===== config.mk =====
export PLATFORM = sky130hd
export DESIGN_NAME = header_loader_flat
export DESIGN_NICKNAME = d
export VERILOG_FILES = /design/src/rtl/miner_pkg.sv /design/src/rtl/header_loader_if.sv /design/src/rtl/header_loader.sv /design/src/flat_wrapper.sv
export SDC_FILE = /design/constraint.sdc
export NUM_CORES = 1
export LEC_CHECK = 0
export BUFFER_PORTS_ARGS = -buffer_cell sky130_fd_sc_hd__buf_4
export CAP_MARGIN = 10
export CORE_AREA = 2 2 270 272
export DETAILED_ROUTE_END_ITERATION = 8
export DIE_AREA = 0 0 272 274
export SLEW_MARGIN = 25
export SYNTH_ARGS = -nofsm -noshare
export SYNTH_HDL_FRONTEND = slang
export SYNTH_SLANG_ARGS = --single-unit

===== constraint.sdc =====
create_clock -name clk -period 37.6 [get_ports clk]
set_clock_uncertainty 0.15 [all_clocks]
set_input_delay 0 -clock clk [delete_from_list [all_inputs] [get_ports clk]]
set_output_delay 0 -clock clk [all_outputs]
set_load 0.01 [all_outputs]

===== src/rtl/miner_pkg.sv =====
// Shared miner definitions: header geometry, intake FSM states and the
// word byte-reversal helper used to move header words into SHA-256 word order.
package miner_pkg;

   localparam int HDR_WORDS  = 20;
   localparam int BLK_WORDS  = 16;
   localparam int TAIL_WORDS = 3;
   localparam int NONCE_IDX  = 19;

   typedef enum logic [1:0] {
      FILL  = 2'd0,
      DRAIN = 2'd1,
      HOLD  = 2'd2
   } hl_state_t;

   function automatic logic [31:0] bswap32(input logic [31:0] w);
      return {w[7:0], w[15:8], w[23:16], w[31:24]};
   endfunction

endpackage


===== src/rtl/header_loader_if.sv =====
// Bundles for the header intake stream and the parallel work-item handoff.
interface axis32_if;
   logic [31:0] tdata;
   logic        tvalid;
   logic        tlast;
   logic        tready;

   modport master (output tdata, output tvalid, output tlast, input  tready);
   modport slave  (input  tdata, input  tvalid, input  tlast, output tready);
endinterface

interface work_if;
   logic         work_valid;
   logic         work_ready;
   logic [511:0] prev_blk;
   logic [95:0]  input_M;
   logic [31:0]  nonce_start;

   modport master (output work_valid, output prev_blk, output input_M,
                   output nonce_start, input work_ready);
   modport slave  (input  work_valid, input  prev_blk, input  input_M,
                   input  nonce_start, output work_ready);
endinterface


===== src/rtl/header_loader.sv =====
// Collects a 20-beat header packet into a register array, byte-reverses each
// word and presents the header as one parallel work item; bad-length packets are dropped.
module header_loader #(
   parameter int DATA_WIDTH = 32,
   parameter int HDR_WORDS  = 20,
   parameter int BYTE_SWAP  = 1
) (
   input  logic        clk,
   input  logic        reset,
   axis32_if.slave     s_axis,
   work_if.master      work,
   output logic        err_len,
   output logic [7:0]  err_cnt
);
   import miner_pkg::*;

   localparam int PTR_W = $clog2(HDR_WORDS);
   localparam logic [PTR_W-1:0] LAST_PTR = PTR_W'(HDR_WORDS - 1);

   hl_state_t             state_q, state_d;
   logic [PTR_W-1:0]      wr_ptr_q, wr_ptr_d;
   logic [DATA_WIDTH-1:0] hdr_q [HDR_WORDS];
   logic [DATA_WIDTH-1:0] hdr_d [HDR_WORDS];
   logic                  err_len_q, err_len_d;
   logic [7:0]            err_cnt_q, err_cnt_d;
   logic [DATA_WIDTH-1:0] word_in;
   logic                  beat_acc;
   logic                  fill_beat;
   logic                  at_last;

   assign beat_acc  = s_axis.tvalid && s_axis.tready;
   assign fill_beat = beat_acc && (state_q == FILL);
   assign at_last   = (wr_ptr_q == LAST_PTR);
   assign word_in   = (BYTE_SWAP != 0) ? bswap32(s_axis.tdata) : s_axis.tdata;

   always_ff @(posedge clk or posedge reset) begin
      if (reset) begin
         state_q <= FILL;
      end else begin
         state_q <= state_d;
      end
   end

   always_comb begin
      state_d = state_q;
      case (state_q)
         FILL: begin
            if (fill_beat && at_last) begin
               state_d = s_axis.tlast ? HOLD : DRAIN;
            end
         end
         DRAIN: begin
            if (beat_acc && s_axis.tlast) begin
               state_d = FILL;
            end
         end
         HOLD: begin
            if (work.work_ready) begin
               state_d = FILL;
            end
         end
         default: state_d = FILL;
      endcase
   end

   // Ready is gated by reset so no beat is taken while the block is being cleared.
   always_comb begin
      s_axis.tready   = !reset && (state_q != HOLD);
      work.work_valid = (state_q == HOLD);
   end

   always_comb begin
      wr_ptr_d  = wr_ptr_q;
      hdr_d     = hdr_q;
      err_len_d = 1'b0;
      err_cnt_d = err_cnt_q;
      if (fill_beat) begin
         hdr_d[wr_ptr_q] = word_in;
         wr_ptr_d        = (s_axis.tlast || at_last) ? '0 : wr_ptr_q + 1'b1;
         err_len_d       = (s_axis.tlast != at_last);
      end
      if (err_len_d && (err_cnt_q != 8'hFF)) begin
         err_cnt_d = err_cnt_q + 8'd1;
      end
   end

   always_ff @(posedge clk or posedge reset) begin
      if (reset) begin
         wr_ptr_q  <= '0;
         err_len_q <= 1'b0;
         err_cnt_q <= '0;
         for (int i = 0; i < HDR_WORDS; i++) begin
            hdr_q[i] <= '0;
         end
      end else begin
         wr_ptr_q  <= wr_ptr_d;
         err_len_q <= err_len_d;
         err_cnt_q <= err_cnt_d;
         hdr_q     <= hdr_d;
      end
   end

   assign err_len = err_len_q;
   assign err_cnt = err_cnt_q;

   // Word 0 lands in the most significant slot of each output vector.
   genvar gi;
   generate
      for (gi = 0; gi < BLK_WORDS; gi++) begin : g_blk
         assign work.prev_blk[511 - DATA_WIDTH*gi -: DATA_WIDTH] = hdr_q[gi];
      end
      for (gi = 0; gi < TAIL_WORDS; gi++) begin : g_tail
         assign work.input_M[95 - DATA_WIDTH*gi -: DATA_WIDTH] = hdr_q[BLK_WORDS + gi];
      end
   endgenerate

   assign work.nonce_start = hdr_q[NONCE_IDX];

endmodule

===== src/flat_wrapper.sv =====
// flat-port wrapper written by rule: the top's interface ports become plain ports
module header_loader_flat import miner_pkg::*;
#(
   parameter int DATA_WIDTH = 32,
   parameter int HDR_WORDS  = 20,
   parameter int BYTE_SWAP  = 1
)
  (clk, reset, err_len, err_cnt, s_axis_tdata, s_axis_tvalid, s_axis_tlast, s_axis_tready, work_work_valid, work_prev_blk, work_input_M, work_nonce_start, work_work_ready);
  axis32_if s_axis_i ();
  work_if work_i ();
  input  logic clk;
  input  logic reset;
  output logic err_len;
  output logic [7:0] err_cnt;
  input wire logic [$bits(s_axis_i.tdata)-1:0] s_axis_tdata;
  input wire logic [$bits(s_axis_i.tvalid)-1:0] s_axis_tvalid;
  input wire logic [$bits(s_axis_i.tlast)-1:0] s_axis_tlast;
  output wire logic [$bits(s_axis_i.tready)-1:0] s_axis_tready;
  output wire logic [$bits(work_i.work_valid)-1:0] work_work_valid;
  output wire logic [$bits(work_i.prev_blk)-1:0] work_prev_blk;
  output wire logic [$bits(work_i.input_M)-1:0] work_input_M;
  output wire logic [$bits(work_i.nonce_start)-1:0] work_nonce_start;
  input wire logic [$bits(work_i.work_ready)-1:0] work_work_ready;
  assign s_axis_i.tdata = s_axis_tdata;
  assign s_axis_i.tvalid = s_axis_tvalid;
  assign s_axis_i.tlast = s_axis_tlast;
  assign s_axis_tready = s_axis_i.tready;
  assign work_work_valid = work_i.work_valid;
  assign work_prev_blk = work_i.prev_blk;
  assign work_input_M = work_i.input_M;
  assign work_nonce_start = work_i.nonce_start;
  assign work_i.work_ready = work_work_ready;
  header_loader #(.DATA_WIDTH(DATA_WIDTH), .HDR_WORDS(HDR_WORDS), .BYTE_SWAP(BYTE_SWAP)) u_core (.clk(clk), .reset(reset), .s_axis(s_axis_i), .work(work_i), .err_len(err_len), .err_cnt(err_cnt));
endmodule

After elaboration in Yosys (flattened, before gate mapping) --
Index checks and enable logic that the tools add are counted.
Word-level totals: flip-flop bits (word level) 656, input bits 37, output and inout port bits 651, word-level logic and storage cells 59
Operators by class: add/subtract/negate cells 2, $lt $le $gt $ge 2, eq/ne operators 9, multiplexer cells 10, bitwise logic cells 1, reduce and logical (&&, ||, !) cells 11
Operators by type and width (count):
- 640-bit bitwise mux | 1
- 32-bit demux with 5-bit select | 1
- 32-bit 2-to-1 mux | 1
- 8-bit by 1-bit adder with 8-bit output, second input constant | 1
- 2-bit 2-to-1 mux | 4
- 8-bit != test, second input constant | 1
- 1-bit logical AND | 7
- 6-bit >= comparator, second input constant | 1
- 6-bit by 1-bit less-than comparator with 1-bit output, second input constant | 1
- 5-bit inverter with 6-bit output | 1
- 2-bit one-hot mux with 3 select lines | 1
- 5-bit by 1-bit adder with 5-bit output, second input constant | 1
- 5-bit equality test, second input constant | 1
- 5-bit 2-to-1 mux | 1
- 2-bit by 1-bit != test with 1-bit output, second input constant | 2
- 2-bit != test, second input constant | 2
- 3-bit AND reduction | 1
- 2-bit by 1-bit equality test with 1-bit output, second input constant | 1
- 2-bit equality test, second input constant | 1
- 2-bit logical NOT | 1
- 1-bit logical NOT | 1
- 1-bit logical OR | 1
- 1-bit 2-to-1 mux | 1
- 1-bit != test | 1

Logic depth before layout (Yosys ltp) --
word-level depth 7, mapped depth 7, depth with buffers taken out 6

Worst setup path after synthesis --
OpenSTA, ideal clock, no wires.
path kind reg2reg, from register u_core.wr_ptr_q[2], to register u_core.err_cnt_q[5], in the netlist u_core.err_cnt[5], data arrival time 2.022 ns, data required time 37.325 ns, setup slack 35.304 ns, stages on the path, launching flop included 8, period minus slack after synthesis 2.296 ns, path through dfrtp_1 -> clkbuf_1 -> nor3b_1 -> nand2_1 -> ha_1 -> nand3_1 -> nor3_1 -> mux2_2
Between the ends: cells in the longest elaborated chain, start to end 4
RTL lines:
- from (decl) | RTL line header_loader.sv:21 | logic [PTR_W-1:0] wr_ptr_q, wr_ptr_d;
- from (signal assigned) | RTL line header_loader.sv:96 | wr_ptr_q <= wr_ptr_d;
- 5-bit equality test | RTL line header_loader.sv:33 | assign at_last = (wr_ptr_q == LAST_PTR);
- 1-bit != test | RTL line header_loader.sv:80 | err_len_d = (s_axis.tlast != at_last);
- 1-bit 2-to-1 mux | RTL line header_loader.sv:77 | if (fill_beat) begin
- 1-bit logical AND | RTL line header_loader.sv:82 | if (err_len_d && (err_cnt_q != 8'hFF)) begin
- to (signal assigned) | RTL line header_loader.sv:98 | err_cnt_q <= err_cnt_d;
- to (decl) | RTL line header_loader.sv:25 | logic [7:0] err_cnt_q, err_cnt_d;
No other way between the ends. A chain may end at the register's enable or synchronous reset.

==> results list <==
* Result of the run: complete, but fails checks
* Violations in the final reports: hold timing
- The number of placed instances, taps included, is slightly above 3000.
- Iter 0 DRT Violations: 685
- Synth Warn #: 0
- Clock tree from TritonCTS: built
- Detailed Routing Iterations Pass 1: 4
- Non-filler cells in the finished layout: 3226
- Largest net degree at the start of global routing: between 150 and 200
- roughly 690 I/O pins were placed.
* Post-synth ARST share: 1.00
- Post-synthesis to final-layout area growth: 36.1%
* Synthesized area per cell: ~16 µm²
- Cts bufs inserted: 71
- The share of the Yosys chip area taken by registers is 0.664.
- By startpoint and endpoint, the worst setup path is classified as input pin to asynchronous set/reset pin.
* Synthesized cell area: 0.0247 mm²
- Biggest fanout along the worst timing path: about 120
- Via count: between 15000 and 20000
- The largest total area in the synthesized netlist belongs to dfrtp_1.
* Height of the chip: 274 µm
* Type of the worst min-delay path: input pin to asynchronous set/reset pin
- Vias in the first global route: approximately 17000
- In this run the tool buffered the top-level ports with a little under 700 buffer cells.
- Share of synthesized cell area in and, or, nand and nor gates: 0.0133
- In the final layout, the share of cells above drive strength 1 is 0.638.
- The synthesized design contains 0 enable-type register cells.
* Clock sink total: between 600 and 700
- Worst setup SP type: input pin
- Worst path required time: 38090 ps
- Slack of the worst reg-to-reg path: around 35000 ps
* Most common cell after layout, fill and taps aside: buf_4
- Nets: roughly 2300
* Endpoints failing setup: 0
- Highest clock frequency the design can meet: around 320 MHz
- Setup TNS: 0 ps
- For this run, the share of the core covered by cells in the final layout is 0.468.
* Rows: slightly below 100
- Hold timing on the final database bottoms out at a slack of -8.27 ps.
* Via count normalized by instance count: 4.89
- In this run the power density over the cells is approximately 66 mW/mm².
- Core region area: 0.0720 mm²
* Unrepaired setup endpoints after global routing: false
* Combinational family with the most area after synthesis: multiplexers
- Of the total synthesized cell area, the portion taken by full adders, half adders and majority gates is 0.00303.
- Number of hold violations in the final report: 4
* Crit path capture type: asynchronous set/reset pin
- Across the run, the number of max-cap violations was 0.
- P_leak: 0.0178 µW
- Final HPWL DP: roughly 54 mm
* Number of antenna violations at the first check in global routing: 2
- For this run, design rule violations remaining after detail routing come to 0.
- In the global route stage, overall resource usage came out at 0.210.
* Number of gates resized after cts: 0
- Most instantiated flip-flop cell in the synthesis netlist: dfrtp_1
- Clock period minus final worst setup slack: about 3100 ps
* Clock tree buffer depth: 3
- Synthesized netlist cell count: ~1500
* Synth Register Bits: roughly 660
- The worst-case IR drop observed on VDD is 0.0344 mV.
- Summed over all layers, the routed wires come to ~80 mm.
- The number of nets in the synthesized netlist is ~1600.
* Clock-pin slew reported for the worst setup and hold paths after clock tree synthesis: 60 ps
* Final Wtd Congestion: between 0.7 and 0.8
* Top-area cell type share of the netlist area: 0.664
- At the pin with the least slew margin, the transition time is around 1000 ps.
- Post-synth cell types: 32
- First-pass GRT wire length: 115 mm
- Cells taking the most area after synthesis: dfrtp_1, mux2_2, mux2_1
- Of the total synthesized cell area, the portion taken by XOR and XNOR cells is 0.000354.
* Final period utilization: 0.0822
- Source-to-sink clock delay at the later pin of the worst-skew pair: approximately 600 ps
- Initial core utilization: 0.344
- Overflow after GRT: 0
- Leaving out fill and tap cells, the most frequent cells in the layout are buf_4, dfrtp_1, mux2_2.
- The number of antenna diodes in the final layout is 0.
- Data arrives at the worst endpoint at approximately 3600 ps.
* Final ANT Viol Nets: 0
- Share of synthesized area spent on multiplexers: 0.294
- The compound-gate portion of the synthesized area is 0.00400.
- Area of the die: ~0.075 mm²
- Die Span X: approximately 270 µm
- Measured against its own limit, the worst slew margin works out to 0.305.
- Detailed-route wire length per cell: ~25 µm
* Clk Tree Root Cell: clkbuf_16
- The number of pins exceeding their max-slew limit in the final report is 0.
- The clock tree synthesis step divided the H-tree into 3 levels.
-- logic make-up after synthesis --
logic type / Yosys count
flops: 656
mux: 646
simple gates: 59
compound gates: 15
xor+xnor: 1
fa+ha+maj: 6
buf+inv: 138
-- worst max-delay path: stages --
cell and delay [ps]:
dlygate4sd3_1 530, buf_4 180, inv_8 550, buf_4 800
buf_6 640, buf_4 710
-- cell usage after synthesis, drive strengths merged, types with 2 or more instances --
master / instances
inv: 8
nor3: 3
dfrtp: 656
ha: 6
a21oi: 3
clkbuf: 87
nor3b: 3
nor2b: 3
mux2: 646
nand4: 3
o21ai: 5
buf: 43
nand2b: 4
nand3: 28
nand2: 7
nor2: 2
-- worst paths after layout --
| check | from | end | cells after the start |
|---|---|---|---|
| hold / removal | reset | u_core.work.input_M[26]$_DFFE_PP0P_ | 3 |
| min in group clk | s_axis_tdata[18] | u_core.work.prev_blk[106]$_DFFE_PP0P_ | 3 |
| max in group clk | u_core.wr_ptr_q[2]$_DFFE_PP0P_ | u_core.work.nonce_start[14]$_DFFE_PP0P_ | 4 |
| hold reg to reg | u_core.work.prev_blk[96]$_DFFE_PP0P_ | u_core.work.prev_blk[96]$_DFFE_PP0P_ | 1 |
| setup / recovery | reset | u_core.work.prev_blk[268]$_DFFE_PP0P_ | 6 |
| setup reg to reg | u_core.wr_ptr_q[2]$_DFFE_PP0P_ | u_core.work.nonce_start[14]$_DFFE_PP0P_ | 4 |
-- where the power goes --
| part | switching (µW) | total [µW] | internal (µW) |
|---|---|---|---|
| Clock | 287 | 702 | 415 |
| Sequential | 88.6 | 951 | 862 |
| Combinational | 260 | 571 | 310 |
-- state kept, by name, summed over array words and instances, names as in the netlist --
signal                   count
u_core.work.nonce_start     32
u_core.state_q               2
u_core.work.input_M         96
u_core.wr_ptr_q              5
u_core.err_cnt               8
u_core.work.prev_blk       512
u_core.err_len               1
-- through the flow --
stage                     instance area, µm²  hold WS (ps)  power (µW)  setup slack [ps]
after floorplan                        24700          -102        1190             19070
after detailed placement               30900          60.1        1540             33970
after CTS                              33600          31.1        2250             34060
after global placement                 30900          57.6        1520             34110
after global routing                   33700          88.5        2330             33970
final                                  33700         -8.27        2220             34510
-- area by class of cell --
| class | instances | area, µm² |
|---|---|---|
| Inverter | 8 | 37.5 |
| Fill cell | 6377 | 38300 |
| Tap cell | 959 | 1200 |
| Timing Repair Buffer | 752 | 5790 |
| Clock inverter | 15 | 277 |
| Sequential cell | 656 | 16400 |
| Multi-Input combinational cell | 727 | 7900 |
| Clock buffer | 109 | 2060 |
-- per-layer routing --
layer | track usage | part of all wire | vias to the layer above
li1 | - | - | 6728
met4 | 0.0759 | 0.033 | 0
met5 | 0 | 0 | -
met2 | 0.352 | 0.49 | 570
met1 | 0.258 | 0.40 | 8347
met3 | 0.0600 | 0.080 | 127
-- repair_timing --
item                                   CTS  global route
endpoints found under the hold margin  770             0
buffers inserted                         0             0
hold buffers                            39             0
Power figures use the tool's default switching activity.
